### src/rtl/hififo_wr_arb.sv
// Round-robin write-request arbiter: merges four TPC FIFO beat streams into one
// registered stream, holding each grant for a whole burst so TLP payloads never interleave.

module hififo_wr_arb_lane #(
  parameter bit EN = 1'b1
) (
  input  logic run,
  input  logic sel,
  input  logic burst,
  input  logic out_free,
  input  logic valid,
  output logic req,
  output logic ready
);
  assign req   = EN & valid;
  // run is reset_n: ready must drop combinationally while reset is held
  assign ready = EN & run & burst & sel & out_free;
endmodule

module hififo_wr_arb #(
  parameter logic [3:0] ENABLE    = 4'b1111,
  parameter int         MAX_BEATS = 16
) (
  input  logic        clock,
  input  logic        reset_n,
  input  logic [3:0]  wri_valid,
  output logic [3:0]  wri_ready,
  input  logic [3:0]  wri_last,
  input  logic [63:0] wri_addr_0,
  input  logic [63:0] wri_addr_1,
  input  logic [63:0] wri_addr_2,
  input  logic [63:0] wri_addr_3,
  input  logic [63:0] wri_data_0,
  input  logic [63:0] wri_data_1,
  input  logic [63:0] wri_data_2,
  input  logic [63:0] wri_data_3,
  output logic        wro_valid,
  input  logic        wro_ready,
  output logic [63:0] wro_addr,
  output logic [63:0] wro_data,
  output logic        wro_last,
  output logic [1:0]  wro_chan,
  output logic        overrun
);
  localparam int NUM_LANES = 4;
  localparam int CW        = $clog2(MAX_BEATS) + 1;

  typedef enum logic {IDLE, BURST} state_t;

  typedef struct packed {
    logic [63:0] addr;
    logic [63:0] data;
    logic        last;
  } beat_t;

  state_t          state_q, state_d;
  logic [1:0]      ptr_q, ptr_d;
  logic [1:0]      gnt_q, gnt_d;
  logic [CW-1:0]   cnt_q, cnt_d;
  logic            ovr_q, ovr_d;
  logic            ov_q, ov_d;
  beat_t           out_q, out_d;
  logic [1:0]      chan_q, chan_d;

  beat_t [NUM_LANES-1:0] lane_beat;
  logic  [NUM_LANES-1:0] req;
  logic  [1:0]           pick;
  logic                  out_free;
  logic                  accept;

  assign lane_beat[0] = '{addr: wri_addr_0, data: wri_data_0, last: wri_last[0]};
  assign lane_beat[1] = '{addr: wri_addr_1, data: wri_data_1, last: wri_last[1]};
  assign lane_beat[2] = '{addr: wri_addr_2, data: wri_data_2, last: wri_last[2]};
  assign lane_beat[3] = '{addr: wri_addr_3, data: wri_data_3, last: wri_last[3]};

  assign out_free = ~ov_q | wro_ready;

  for (genvar i = 0; i < NUM_LANES; i++) begin : g_lane
    hififo_wr_arb_lane #(.EN(ENABLE[i])) u_lane (
      .run      (reset_n),
      .sel      (gnt_q == 2'(i)),
      .burst    (state_q == BURST),
      .out_free (out_free),
      .valid    (wri_valid[i]),
      .req      (req[i]),
      .ready    (wri_ready[i])
    );
  end

  assign accept = wri_valid[gnt_q] & wri_ready[gnt_q];

  // first requester at or after ptr, wrapping mod 4
  always_comb begin
    logic       found;
    logic [1:0] idx;
    pick  = '0;
    found = 1'b0;
    idx   = '0;
    for (int i = 0; i < NUM_LANES; i++) begin
      idx = ptr_q + 2'(i);
      if (!found && req[idx]) begin
        pick  = idx;
        found = 1'b1;
      end
    end
  end

  always_comb begin
    state_d = state_q;
    ptr_d   = ptr_q;
    gnt_d   = gnt_q;
    cnt_d   = cnt_q;
    ovr_d   = ovr_q;
    ov_d    = ov_q;
    out_d   = out_q;
    chan_d  = chan_q;
    if (ov_q && wro_ready) ov_d = 1'b0;
    case (state_q)
      IDLE: begin
        if (|req) begin
          gnt_d   = pick;
          ptr_d   = pick + 2'd1;
          cnt_d   = '0;
          state_d = BURST;
        end
      end
      BURST: begin
        if (accept) begin
          ov_d   = 1'b1;
          out_d  = lane_beat[gnt_q];
          chan_d = gnt_q;
          cnt_d  = cnt_q + 1'b1;
          if (lane_beat[gnt_q].last) state_d = IDLE;
          else if (cnt_q == CW'(MAX_BEATS - 1)) ovr_d = 1'b1;
        end
      end
      default: state_d = IDLE;
    endcase
  end

  always_ff @(posedge clock) begin
    if (!reset_n) begin
      state_q <= IDLE;
      ptr_q   <= '0;
      gnt_q   <= '0;
      cnt_q   <= '0;
      ovr_q   <= 1'b0;
      ov_q    <= 1'b0;
      out_q   <= '0;
      chan_q  <= '0;
    end else begin
      state_q <= state_d;
      ptr_q   <= ptr_d;
      gnt_q   <= gnt_d;
      cnt_q   <= cnt_d;
      ovr_q   <= ovr_d;
      ov_q    <= ov_d;
      out_q   <= out_d;
      chan_q  <= chan_d;
    end
  end

  assign wro_valid = ov_q;
  assign wro_addr  = out_q.addr;
  assign wro_data  = out_q.data;
  assign wro_last  = out_q.last;
  assign wro_chan  = chan_q;
  assign overrun   = ovr_q;

endmodule
### config.mk
export PLATFORM = sky130hd
export DESIGN_NAME = hififo_wr_arb
export DESIGN_NICKNAME = d
export VERILOG_FILES = /design/src/rtl/hififo_wr_arb.sv
export SDC_FILE = /design/constraint.sdc
export NUM_CORES = 1
export LEC_CHECK = 0
export CAP_MARGIN = 10
export CORE_AREA = 5 5 256 258
export DETAILED_ROUTE_END_ITERATION = 8
export DIE_AREA = 0 0 261 263
export HOLD_SLACK_MARGIN = 0.02
export MAX_ROUTING_LAYER = met4
export PLACE_DENSITY = 0.47
export SKIP_CTS_REPAIR_TIMING = 1
export SLEW_MARGIN = 20
export SYNTH_ARGS = -nofsm -noshare
export SYNTH_HDL_FRONTEND = slang
export SYNTH_SLANG_ARGS = --single-unit
export TNS_END_PERCENT = 20
### constraint.sdc
create_clock -name clock -period 2.5 [get_ports clock]
set_input_delay 0.5 -clock clock [delete_from_list [all_inputs] [get_ports clock]]
set_output_delay 0.5 -clock clock [all_outputs]
set_load 0.03 [all_outputs]
==> impl_metrics.tcl <==
set metrics [dict create \
    wl_per_cell_microns 18.65 \
    holdCritStartpoint "wro_addr[43]" \
    synth-seq-area-share 0.3481 \
    worst_r2r_path_depth 5 \
    drt_pre_antenna_iters 4 \
    cp_top_family "buffers and inverters" \
    layout-drive-gt1-share 0.1499 \
    floorplan.initialDensity 0.1311 \
    die_area_sq_um 68640 \
    critical_path.startpoint_type "input pin" \
    final_antenna_net_count 0 \
    setup.worst_path.class "in -> out" \
    result_of_the_run "finished, final reports clean" \
    worst_setup_path_end_kind "primary output" \
    io_buffer_count 659 \
    yosys_warnings 0 \
    detail_route.wirelength_microns 43300 \
    r2r-end "wro_data[55]" \
    top_layer_used "met4" \
    aggregate_global_route_resource_usage 0.1235 \
    dpl.cell_count 2288 \
    synthesized_area_fraction_occupied_by_ao_oa_aoi_and_oai_cells 0.09889 \
    layout_min_cycle_time_ns 2.342 \
    largest_net_degree_at_the_start_of_global_routing 69 \
    min_delay_path_depth 2 \
    comb_power_share 0.352 \
    die_width_microns 261 \
    fin_total_pwr_mw 8.027 \
    dieHeight_microns 263 \
    crit_path_max_fanout 4 \
    coreArea_sq_um 62740 \
    netSwitchingPower_mw 2.335 \
    cts.htree.levels 4 \
    synth-simple-area-share 0.1432 \
    timing.critical_path.slowest_cell_delay_ns 0.51 \
    power_report.internal_total_mw 5.692 \
    power.ir.vdd_worst_mv 0.4884 \
    maxClockFrequency_ghz 0.4269 \
    timing.final.max_slew_violations 0 \
    clock_sinks 143 \
    post_synth_mux_area_share 0.3572 \
    maxCapViolCount 0 \
    met1Wirelength_microns 16200 \
    route.vias.total 9046 \
    cp.arrival_ns 1.84 \
    count_of_buffering_cells_on_the_critical_path_with_inverters_included 3 \
    postSynthNetCount 1341 \
    detailroute.wirelength.met2_microns 22400 \
    grt_setup_unrepaired "false" \
    power_per_cell_area_nw_per_um2 481.1 \
    cts.clk_slew.worst_paths_ns 0.06 \
    switching_part_of_the_total_power 0.2909 \
    pwr-share-seq 0.310 \
    hp-class "reg -> reg" \
    antenna_found_initial 2 \
    routed-wl-met3_microns 3601 \
    cts_root_buffer "sky130_fd_sc_hd__clkbuf_16" \
    first_global_vias 9870 \
    worst_hold_path.endpoint "wro_addr[43]" \
    final_setup_violation_count 0 \
    regToRegStartpoint "gnt_q[0]" \
    min_period_over_period 0.9369 \
    fin_nets 1986 \
    endpoint_required_time_on_the_critical_path_ns 2.00 \
    layout.filler_cells 6583 \
    synth_adder_area_share 0.005477 \
    yosys.cell_types.count 38 \
    netlist_instances 816 \
    cts_tree "built" \
    drt_first_iter_violations 337 \
    worstPathCellList "clkdlybuf4s50_1, buf_12, and3_1, nor3b_1, buf_4" \
    insertion_delay_ns 0.46 \
    setup-tns-final_ns 0 \
    core.rowCount 92 \
    reg2reg_setup_slack_ns 0.65 \
    finalHoldViolations 0 \
    top_level_ports 660 \
    flow.area_growth_from_synthesis_pct 102.9 \
    skew_ns 0.01141 \
    post-route-drc-count 0 \
    layout.cells.non_filler 2322 \
    synth_area_sq_um 8224 \
    max_slew.worst_pin.slew_ns 0.5130 \
    cts-root-to-sink-buffers 2 \
    routabilityCongestion 0.8028 \
    critical_path.slowest_cell "sky130_fd_sc_hd__clkdlybuf4s50_1" \
    detail_route.vias_per_cell 3.896 \
    slew-limit-headroom 0.6570 \
    yosys.area_share.xor_xnor 0 \
    p_leak_nw 5.498 \
    dpl.hpwl_microns 36110 \
    avgSynthCellArea_sq_um 10.08 \
    grt_first_pass_wirelength_microns 61370 \
    cts-buffers-inserted 17 \
    synth-seq-cells 143 \
    synth_top_family_by_area "multiplexers" \
    clock_power_share 0.338 \
    grt_overflow 0 \
]
## cell usage after synthesis
cell | count | area share
sky130_fd_sc_hd__nand2_1 | 272 | 0.12
sky130_fd_sc_hd__dfxtp_1 | 143 | 0.35
sky130_fd_sc_hd__a21oi_1 | 138 | 0.084
sky130_fd_sc_hd__mux4_2 | 130 | 0.36
sky130_fd_sc_hd__buf_2 | 34 | 0.021
sky130_fd_sc_hd__clkbuf_1 | 32 | 0.015
sky130_fd_sc_hd__nor2_1 | 10 | 0.0046
sky130_fd_sc_hd__buf_1 | 8 | 0.0037
sky130_fd_sc_hd__buf_4 | 5 | 0.0046
sky130_fd_sc_hd__inv_1 | 5 | 0.0023
sky130_fd_sc_hd__and3_1 | 3 | 0.0023
sky130_fd_sc_hd__o21ai_0 | 3 | 0.0018
sky130_fd_sc_hd__ha_1 | 2 | 0.0030
sky130_fd_sc_hd__maj3_1 | 2 | 0.0024
sky130_fd_sc_hd__nand2b_1 | 2 | 0.0015
sky130_fd_sc_hd__nand3_1 | 2 | 0.0012
sky130_fd_sc_hd__nor3b_1 | 2 | 0.0018
sky130_fd_sc_hd__o211a_1 | 2 | 0.0024
sky130_fd_sc_hd__o21a_1 | 2 | 0.0018
sky130_fd_sc_hd__a2bb2oi_1 | 1 | 0.0011
sky130_fd_sc_hd__a311oi_1 | 1 | 0.0011
sky130_fd_sc_hd__a31oi_1 | 1 | 0.00076
sky130_fd_sc_hd__and4_1 | 1 | 0.0011
sky130_fd_sc_hd__buf_6 | 1 | 0.0014
sky130_fd_sc_hd__mux2i_1 | 1 | 0.0012
sky130_fd_sc_hd__nand3b_1 | 1 | 0.00091
sky130_fd_sc_hd__nand4_2 | 1 | 0.0015
sky130_fd_sc_hd__nor2b_1 | 1 | 0.00076
sky130_fd_sc_hd__nor3_1 | 1 | 0.00061
sky130_fd_sc_hd__nor3_2 | 1 | 0.0012
sky130_fd_sc_hd__nor4_1 | 1 | 0.00076
sky130_fd_sc_hd__o2111a_1 | 1 | 0.0014
sky130_fd_sc_hd__o21ai_1 | 1 | 0.00061
sky130_fd_sc_hd__o22ai_1 | 1 | 0.00076
sky130_fd_sc_hd__o31a_1 | 1 | 0.0011
sky130_fd_sc_hd__o31ai_1 | 1 | 0.00091
sky130_fd_sc_hd__o32a_1 | 1 | 0.0012
sky130_fd_sc_hd__or2_2 | 1 | 0.00076
## metal layers
| layer | vias to the layer above | GRT usage |
|---|---|---|
| met2 | 411 | 0.2209 |
| met1 | 4324 | 0.1265 |
| met3 | 42 | 0.04312 |
| met4 | 0 | 0.03906 |
| met5 | - | - |
| li1 | 4269 | - |
## layout by cell type, fill, tap and decap left out, drive strengths merged, types with 2 or more instances in the layout
cell	Yosys	layout
inv	5	6
clkinvlp	0	5
nand3	2	2
clkdlybuf4s50	0	654
o21ai	4	4
o211a	2	2
clkbuf	32	21
maj3	2	2
buf	48	52
clkinv	0	3
a21oi	138	138
and3	3	3
o21a	2	2
nand2	272	272
dfxtp	143	143
bufinv	0	2
nor3	2	2
nor3b	2	2
ha	2	2
mux4	130	130
nand2b	2	2
diode	0	2
nor2	10	10
## worst max path at each step
stage | startpoint | to | slack (ns) | depth (start not counted)
after floorplan | gnt_q[1] | wri_ready[3] | 0.60 | 5
after global placement | wri_valid[0] | cnt_q[2] | 0.02 | 7
after detailed placement | wri_valid[0] | wro_data[46] | 0.07 | 6
after CTS | reset_n | wri_ready[0] | 0.11 | 5
after global routing | state_q | wri_ready[0] | 0.07 | 3
final | reset_n | wri_ready[0] | 0.16 | 5
## layout make-up
class	count	area, sq um	area share
flip-flops and latches	143	2870	0.1720
clock inverters	11	128.9	0.007724
clock buffers	21	491.7	0.02947
multi-input cells	588	4985	0.2988
well taps	846	1059	0.06344
diodes	2	5.005	0.0003000
repair buffers	706	7124	0.4270
inverters	5	21.27	0.001275
## state kept, by name, summed over array words and instances (netlist names), named ones only
register and flops:
cnt_q 5, gnt_q 2, overrun 1, ptr_q 1
state_q 1, wro_addr 64, wro_chan 2, wro_data 64
wro_last 1, wro_valid 1
## worst register-to-register path, delay by kind of cell (launching register included)
| kind | cells | cell delay, ns |
|---|---|---|
| and+or+nand+nor | 1 | 0.10 |
| buffers and inverters | 2 | 0.59 |
| AOI/OAI and AO/OA | 1 | 0.06 |
| muxes | 1 | 0.61 |
| DFF | 1 | 0.37 |
## logic make-up after synthesis
family / Yosys count
fa+ha+maj: 4
mux: 131
compound gates: 154
flops: 143
buf+inv: 85
simple gates: 299
## power groups by stage
stage	sequential, mW	clock (mW)	combinational [mW]
detailed placement	2.54	0	2.87
floorplan	2.73	0	1.17
global route	2.50	2.94	3.02
CTS	2.49	2.87	2.88
finish	2.49	2.72	2.82
global placement	2.53	0	2.87
## stage by stage
step	utilization	cell area (sq um)	setup WS [ns]	hold slack, ns
2_1_floorplan	-	8224	0.5971	0.4524
3_3_place_gp	0.2560	16060	0.02018	0.4401
3_5_place_dp	0.2560	16060	0.06673	0.4424
5_1_grt	0.2660	16680	0.07018	0.4698
6_report	0.2660	16680	0.1577	0.4485
4_1_cts	0.2659	16680	0.1077	0.4515
(Power assumes the default switching activity.)
